`src/rtl/addr_gen_pkg.sv`:
```
// Shared definitions for the 2D address generator: state encoding and default width.
package addr_gen_pkg;

  localparam int unsigned AddrWDefault = 32;

  typedef logic [1:0] state_t;

  localparam state_t StIdle = 2'd0;
  localparam state_t StRun  = 2'd1;
  localparam state_t StDone = 2'd2;

endpackage

```
`src/rtl/addr_gen_2d_cnt.sv`:
```
// Row-major x/y index counters for the 2D scan; flags the end of a row and the final element.
module addr_gen_2d_cnt #(
  parameter int unsigned ADDR_W = 32
) (
  input  logic              clk,
  input  logic              rst_n,
  input  logic              clear,
  input  logic              step,
  input  logic [ADDR_W-1:0] x_max,
  input  logic [ADDR_W-1:0] y_max,
  output logic              wrap,
  output logic              last
);

  logic [ADDR_W-1:0] x_q, x_d;
  logic [ADDR_W-1:0] y_q, y_d;
  logic              y_end;

  assign wrap  = (x_q == x_max);
  assign y_end = (y_q == y_max);
  assign last  = wrap && y_end;

  always_comb begin
    x_d = x_q;
    y_d = y_q;
    if (clear) begin
      x_d = '0;
      y_d = '0;
    end else if (step) begin
      if (wrap) begin
        x_d = '0;
        y_d = y_end ? '0 : y_q + 1'b1;
      end else begin
        x_d = x_q + 1'b1;
      end
    end
  end

  always_ff @(posedge clk or negedge rst_n) begin
    if (!rst_n) begin
      x_q <= '0;
      y_q <= '0;
    end else begin
      x_q <= x_d;
      y_q <= y_d;
    end
  end

endmodule

```
`src/rtl/addr_gen_ctrl.sv`:
```
// 2D strided address generator: latches a scan configuration on start and emits one
// address per accepted handshake in row-major order.
module addr_gen_ctrl
  import addr_gen_pkg::*;
#(
  parameter int unsigned ADDR_W = AddrWDefault
) (
  input  logic              clk,
  input  logic              rst_n,
  input  logic              start,
  input  logic              abort,
  input  logic [ADDR_W-1:0] base,
  input  logic [ADDR_W-1:0] x_max,
  input  logic [ADDR_W-1:0] y_max,
  input  logic [15:0]       x_stride,
  input  logic [ADDR_W-1:0] y_stride,
  output logic [ADDR_W-1:0] addr,
  output logic              addr_valid,
  input  logic              addr_ready,
  output logic              addr_last,
  output logic              busy,
  output logic              done
);

  state_t state_q, state_d;

  logic [ADDR_W-1:0] addr_q, addr_d;
  logic [ADDR_W-1:0] row_base_q, row_base_d;
  logic [ADDR_W-1:0] x_max_q, x_max_d;
  logic [ADDR_W-1:0] y_max_q, y_max_d;
  logic [ADDR_W-1:0] y_stride_q, y_stride_d;
  logic [15:0]       x_stride_q, x_stride_d;

  logic cnt_clear, cnt_step;
  logic x_wrap, xy_last;
  logic xfer;

  assign xfer = (state_q == StRun) && addr_ready;

  addr_gen_2d_cnt #(
    .ADDR_W (ADDR_W)
  ) u_cnt (
    .clk   (clk),
    .rst_n (rst_n),
    .clear (cnt_clear),
    .step  (cnt_step),
    .x_max (x_max_q),
    .y_max (y_max_q),
    .wrap  (x_wrap),
    .last  (xy_last)
  );

  always_comb begin
    state_d    = state_q;
    addr_d     = addr_q;
    row_base_d = row_base_q;
    x_max_d    = x_max_q;
    y_max_d    = y_max_q;
    x_stride_d = x_stride_q;
    y_stride_d = y_stride_q;
    cnt_clear  = 1'b0;
    cnt_step   = 1'b0;

    case (state_q)
      StIdle: begin
        if (start && !abort) begin
          x_max_d    = x_max;
          y_max_d    = y_max;
          x_stride_d = x_stride;
          y_stride_d = y_stride;
          addr_d     = base;
          row_base_d = base;
          cnt_clear  = 1'b1;
          state_d    = StRun;
        end
      end
      StRun: begin
        cnt_step = xfer;
        if (xfer) begin
          if (xy_last) begin
            state_d = StDone;
          end else if (x_wrap) begin
            // Next row starts from the row base, not from the last x address.
            row_base_d = row_base_q + y_stride_q;
            addr_d     = row_base_d;
          end else begin
            addr_d = addr_q + ADDR_W'(x_stride_q);
          end
        end
        if (abort) begin
          state_d = StIdle;
        end
      end
      StDone: state_d = StIdle;
      default: state_d = StIdle;
    endcase
  end

  always_ff @(posedge clk or negedge rst_n) begin
    if (!rst_n) begin
      state_q    <= StIdle;
      addr_q     <= '0;
      row_base_q <= '0;
      x_max_q    <= '0;
      y_max_q    <= '0;
      x_stride_q <= '0;
      y_stride_q <= '0;
    end else begin
      state_q    <= state_d;
      addr_q     <= addr_d;
      row_base_q <= row_base_d;
      x_max_q    <= x_max_d;
      y_max_q    <= y_max_d;
      x_stride_q <= x_stride_d;
      y_stride_q <= y_stride_d;
    end
  end

  assign addr       = addr_q;
  assign addr_valid = (state_q == StRun);
  assign busy       = (state_q == StRun);
  assign addr_last  = (state_q == StRun) && xy_last;
  assign done       = (state_q == StDone);

endmodule
```
`config.mk`:
```
export PLATFORM = sky130hd
export DESIGN_NAME = addr_gen_ctrl
export DESIGN_NICKNAME = d
export VERILOG_FILES = /design/src/rtl/addr_gen_pkg.sv /design/src/rtl/addr_gen_2d_cnt.sv /design/src/rtl/addr_gen_ctrl.sv
export SDC_FILE = /design/constraint.sdc
export NUM_CORES = 1
export LEC_CHECK = 0
export ABC_AREA = 1
export BUFFER_PORTS_ARGS = -buffer_cell sky130_fd_sc_hd__buf_2
export CAP_MARGIN = 0
export CORE_AREA = 2 2 225 171
export CTS_BUF_LIST = sky130_fd_sc_hd__clkbuf_8
export DETAILED_ROUTE_END_ITERATION = 12
export DIE_AREA = 0 0 227 173
export GPL_ROUTABILITY_DRIVEN = 1
export PLACE_DENSITY = 0.66
export SETUP_SLACK_MARGIN = 0.02
export SLEW_MARGIN = 5
export SYNTH_ARGS = -nofsm -noshare
export SYNTH_HDL_FRONTEND = slang
export SYNTH_HIERARCHICAL = 1
export SYNTH_SLANG_ARGS = --single-unit
```
`constraint.sdc`:
```
create_clock -name clk -period 2.1 [get_ports clk]
set_input_delay 0.21 -clock clk [delete_from_list [all_inputs] [get_ports clk]]
set_output_delay 0.21 -clock clk [all_outputs]
set_load 0.01 [all_outputs]
```
## After elaboration in Yosys (flattened, before gate mapping)

Index checks and enable logic that the tools add are counted.
Widths: inputs -> output; s select.

- Register bits: 242
- Bits of input ports: 149
- Output and inout port bits: 36

- $add $sub $neg: 4
- Equality and inequality tests: 10
- Mux-type cells: 24
- Reductions and logical operators: 14

Operators with widths:

| kind | count |
|---|---|
| $mux 32 | 14 |
| $pmux 32 s2 | 2 |
| $add 32x1->32 const B | 2 |
| $eq 32x32->1 | 2 |
| $add 32x16->32 | 1 |
| $add 32x32->32 | 1 |
| $mux 2 | 4 |
| $ne 3x2->1 const B | 2 |
| $reduce_bool 2->1 | 3 |
| $reduce_and 5->1 | 1 |
| $logic_and 1x1->1 | 4 |
| $ne 2x1->1 const B | 2 |
| $ne 2x2->1 const B | 2 |
| $pmux 2 s2 | 1 |
| $reduce_and 2->1 | 2 |
| $reduce_and 4->1 | 1 |
| $mux 1 | 3 |
| $reduce_and 3->1 | 1 |
| $eq 2x1->1 const B | 1 |
| $eq 2x2->1 const B | 1 |
| $logic_not 2->1 | 1 |
| $logic_not 1->1 | 1 |

## Longest topological paths before layout

- Depth after elaboration: 6
- Mapped depth: 18
- Depth with buffers taken out: 17

## Hierarchy

Netlist, hierarchy kept.

Modules (own cells, without submodules):

| module | times used | cells an instance | area an instance (µm²) | seq. area each (µm²) |
|---|---|---|---|---|
| addr_gen_ctrl | 1 | 1,781 | 11,516.0 | 4,454.3 |
| addr_gen_2d_cnt | 1 | 772 | 5,014.8 | 1,601.5 |

## Worst setup path after synthesis

No wires, ideal clock.

- Path type: reg2reg
- Start: register state_q[0]
- End: register u_cnt.x_q[20]
- Library setup time: 0.120 ns
- Arrival: 2.119 ns
- Data required time: 1.980 ns
- Path slack: -0.139 ns
- Cell stages (with the launch flop): 13
- Path buffers: 1
- Period minus slack after synthesis: 2.239 ns
- Path through: dfrtp_1 -> nor2_1 -> nand2_1 -> clkinv_1 -> clkbuf_1 -> nor2_1 -> inv_2 -> nand2_1 -> nor2_2 -> nand3_1 -> nor3_1 -> xor2_1 -> nor2_1

- Elaborated cells on any way between the ends: 7

RTL lines:

| item | RTL line | source |
|---|---|---|
| from (decl) | addr_gen_ctrl.sv:25 | `state_t state_q, state_d;` |
| from (signal assigned) | addr_gen_ctrl.sv:101 | `state_q <= StIdle;` |
| from (signal assigned) | addr_gen_ctrl.sv:109 | `state_q <= state_d;` |
| $logic_not 2->1 (*) | addr_gen_ctrl.sv:64 | `case (state_q)` |
| $mux 1 (*) | addr_gen_ctrl.sv:64 |  |
| net cnt_clear | addr_gen_ctrl.sv:34 | `logic cnt_clear, cnt_step;` |
| $mux 32 / $reduce_bool 2->1 (equally long branches) | -- |  |
| to (signal assigned) | addr_gen_2d_cnt.sv:41 | `x_q <= '0;` |
| to (signal assigned) | addr_gen_2d_cnt.sv:44 | `x_q <= x_d;` |
| to (decl) | addr_gen_2d_cnt.sv:15 | `logic [ADDR_W-1:0] x_q, x_d;` |

Mark *: on every way through the listed nets, which the timed path passes. The rest lies on a longest branch.
A chain may end at the register's enable or synchronous reset.

## Worst setup path in the final report

- Start: register x_max_q[13]
- End: output addr_last

- Cells in the longest elaborated chain, start to end: 3

RTL lines:

| item | RTL line | source |
|---|---|---|
| from (decl) | addr_gen_ctrl.sv:29 | `logic [ADDR_W-1:0] x_max_q, x_max_d;` |
| from (signal assigned) | addr_gen_ctrl.sv:112 | `x_max_q <= x_max_d;` |
| $eq 32x32->1 | addr_gen_2d_cnt.sv:19 | `assign wrap = (x_q == x_max);` |
| $logic_and 1x1->1 | addr_gen_2d_cnt.sv:21 | `assign last = wrap && y_end;` |
| net xy_last | addr_gen_ctrl.sv:35 | `logic x_wrap, xy_last;` |
| $logic_and 1x1->1 | addr_gen_ctrl.sv:122 | `assign addr_last = (state_q == StRun) && xy_last;` |
| to (decl) | addr_gen_ctrl.sv:20 | `output logic addr_last,` |

The timed path passes the listed nets, and every way through them passes these cells.

==> flow_summary_export.csv <==
group,metric,value,unit
sta,slew_headroom,33.9,%
die,dieArea,39300,µm²
die,initial_core_util,44.8,%
worst_setup_path,r2r-start,"x_max_q[13]",
finish,nets,3274,
route,drc,0,
worst_setup_path,rr_endpoint,"addr[20]",
finish,syn_to_final_growth,40.3,%
yosys,synth_xor_area_share,6.04,%
global_route,grt-ovfl-total,0,
yosys,synth_compound_area_share,3.88,%
sta,worst_slew_pin_slew,0.991,ns
worst_setup_path,ff2ff_path_depth,16,
yosys,async_flop_share,100,%
clock_network,clock-sinks,242,
global_route,grtUsageTotal,29.6,%
finish,drive_above_1_share,21.5,%
clock_network,cts_root_buf,"clkbuf_8",
route,drt-initial-drc-count,1694,
worst_setup_path,cp-end-kind,"primary output",
yosys,synthTopCellsByArea,"dfrtp_1, nand2_1, inv_1",
run_status,status,"finished, violations left",
place,gp_congestion,0.977,
yosys,synth_top_family_by_area,"simple AND/OR/NAND/NOR gates",
flow_run,maxCapViolations,0,
global_route,grt_pass1_vias,17365,
sta,fmaxAchievable,0.395,GHz
yosys,yosysSeqAreaShare,36.6,%
die,io_pins,185,
run_status,violations,"negative setup slack",
finish,fill_cells,3315,
yosys,synth_edf_count,0,
place,port_buffers,184,
yosys,synthAdderAreaFrac,3.95,%
clock_network,numCtsBuffers,43,
yosys,syn_area_per_cell,6.48,µm²
worst_setup_path,arrival,2.32,ns
die,die_h,173,µm
pwr,p_leak,12.2,nW
route,wl_per_cell,16.7,µm
sta,setup-violations-final,126,
yosys,yosys_warnings,6,
route,first_pass_iters,6,
yosys,synth_common_cells,"nand2_1, inv_1, nor2_1, dfrtp_1, nand3_1",
clock_network,clock_latency,0.62,ns
yosys,synth_top_area_share,36.6,%
yosys,ys.flop_type,"dfrtp_1",
pwr,ir_drop,0.000511,V
yosys,synth.area.mux_share,0,%
sta,finalWorstSetupSlack,-0.432,ns
clock_network,cts.clk_slew.worst_paths,0.07,ns
worst_setup_path,startpoint_type,"flop",
yosys,synth.most_common_cell,"nand2_1",
pwr,powerDensity,1010,nW/µm²
place,hpwl,41600,µm
worst_setup_path,crit_fanout,2,
die,rows,61,
min_path,hp-start,"base[1]",
sta,fin_crit_sh,121,%
yosys,syn_area,16500,µm²
worst_setup_path,crit_type,"flop to primary output",
clock_network,clockBufferDepth,3,
sta,fin_skew,0.0294,ns
yosys,syn_inst,2553,
clock_network,cts_tree,"built",
global_route,grt_pass1_wl,91700,µm
worst_setup_path,worstPathRequired,1.89,ns
sta,rsz0062_at_grt,"true",
route,drt-vias-per-instance,5.06,
global_route,grt_max_degree,84,
min_path,worstHoldPathType,"primary input to flop",
yosys,ys_seq_elements,242,
route,wirelength,60200,µm
min_path,min_delay_path_depth,4,
yosys,synth_area_leader_cell,"dfrtp_1",
yosys,syn_nets,2753,
sta,fin_crit,2.53,ns
sta,hold_viol,0,
yosys,yosys.cell_types.count,42,
global_route,antenna_found_initial,4,
yosys,synthSimpleGateAreaFrac,40.1,%
place,pre_cts_slack,-0.186,ns
sta,drv_slew,0,
die,die_w,227,µm
worst_setup_path,reg2reg_slack,-0.29,ns
clock_network,cts_htree_levels,2,
route,antenna_left,0,
route,vias,18276,
min_path,hold_path_end,"row_base_q[1]",
sta,hold_slack,0.0393,ns
die,design.core.area,36900,µm²
[cells by family (layout without fill, tap and decap cells)]
group           after synthesis  in the layout
compound gates              114            114
xor+xnor                    114            114
fa+ha+maj                    51             51
other cells                   0              4
flops                       242            242
buf+inv                     385            936
simple gates               1647           1647
[final cells by class]
cell class                      count  area [µm²]  share of cell area (%)
Timing Repair Buffer              552        4630                    20.0
Clock buffer                       54         743                    3.21
Antenna cell                        4        10.0                  0.0432
Clock inverter                     21         155                   0.669
Inverter                          309        1170                    5.05
Tap cell                          504         631                    2.72
Sequential cell                   242        6060                    26.1
Multi-Input combinational cell   1926        9790                    42.2
[critical path, cell delays in order (launching register included)]
cell     delay, ns
dfrtp_1       0.39
xnor2_1       0.17
nand2_1       0.07
nor2_1        0.11
nand2_1       0.10
nor2_2        0.16
nand2_2       0.10
nor2_4        0.14
buf_6         0.11
inv_2         0.02
nor2_1        0.10
buf_4         0.15
buf_6         0.10
[what timing repair did]
item                       CTS  global route
setup endpoints to repair   67           110
cloned                       7            10
setup buffers               19            28
resized for setup           93           180
hold endpoints to repair   377             0
pin swaps                   33            40
hold buffers               133             0
[power breakdown]
group / switching (mW) / internal (mW) / total (mW) / leakage [nW]
clock network: 2.23 / 2.57 / 4.80 / 0.508
registers: 1.07 / 5.62 / 6.69 / 3.02
logic: 7.23 / 4.66 / 11.9 / 8.69
total: 10.5 / 12.8 / 23.4 / 12.2
[placed cells by master (no fill, tap or decap), types with 24 or more instances in the layout]
cell type and instances:
nand2_1 1082, inv_1 306, nor2_1 250, dfrtp_1 242, buf_2 182, buf_4 175
dlygate4sd3_1 133, nand3_1 117, xnor2_1 66, clkbuf_8 54, a21oi_1 47, xor2_1 46
ha_1 42, nand3_2 28, nor2_2 28, nor3_1 24, nand4_1 24, buf_12 24
[worst max path at each step]
stage / startpoint / to / slack, ns / cells after the start
floorplan: state_q[1] / u_cnt/x_q[20] / 0.002 / 13
global placement: u_cnt/y_q[5] / addr[19] / -0.20 / 17
detailed placement: u_cnt/y_q[5] / addr[19] / -0.19 / 17
CTS: y_max_q[10] / addr_last / -0.47 / 12
global route: x_max_q[30] / addr_last / -0.57 / 12
finish: x_max_q[13] / addr_last / -0.43 / 12
[routing by layer]
metal | global-route usage (%) | share of wire (%)
met1 | 44.0 | 46
met2 | 41.7 | 41
met3 | 6.49 | 9.6
met4 | 10.8 | 3.7
met5 | 0 | 0
[state kept, by name (all words and copies together), names as in the netlist]
signal,count
y_max_q,32
u_cnt/x_q,32
x_max_q,32
state_q,2
x_stride_q,16
row_base_q,32
u_cnt/y_q,32
addr,32
y_stride_q,32
[metrics by stage]
step	setup TNS, ns	cells	util [%]	power, mW	cell area, µm²
6_report	-16.89	3612	62.8	23.4	23200
5_1_grt	-32.23	3612	62.8	24.9	23200
4_1_cts	-23.48	3579	59.9	22.2	22100
3_5_place_dp	-6.00	3345	52.1	16.8	19200
3_3_place_gp	-4.87	3345	52.1	16.6	19200
2_1_floorplan	0	2553	-	12.8	16500
Note: power is estimated with default switching activity, not from simulation.
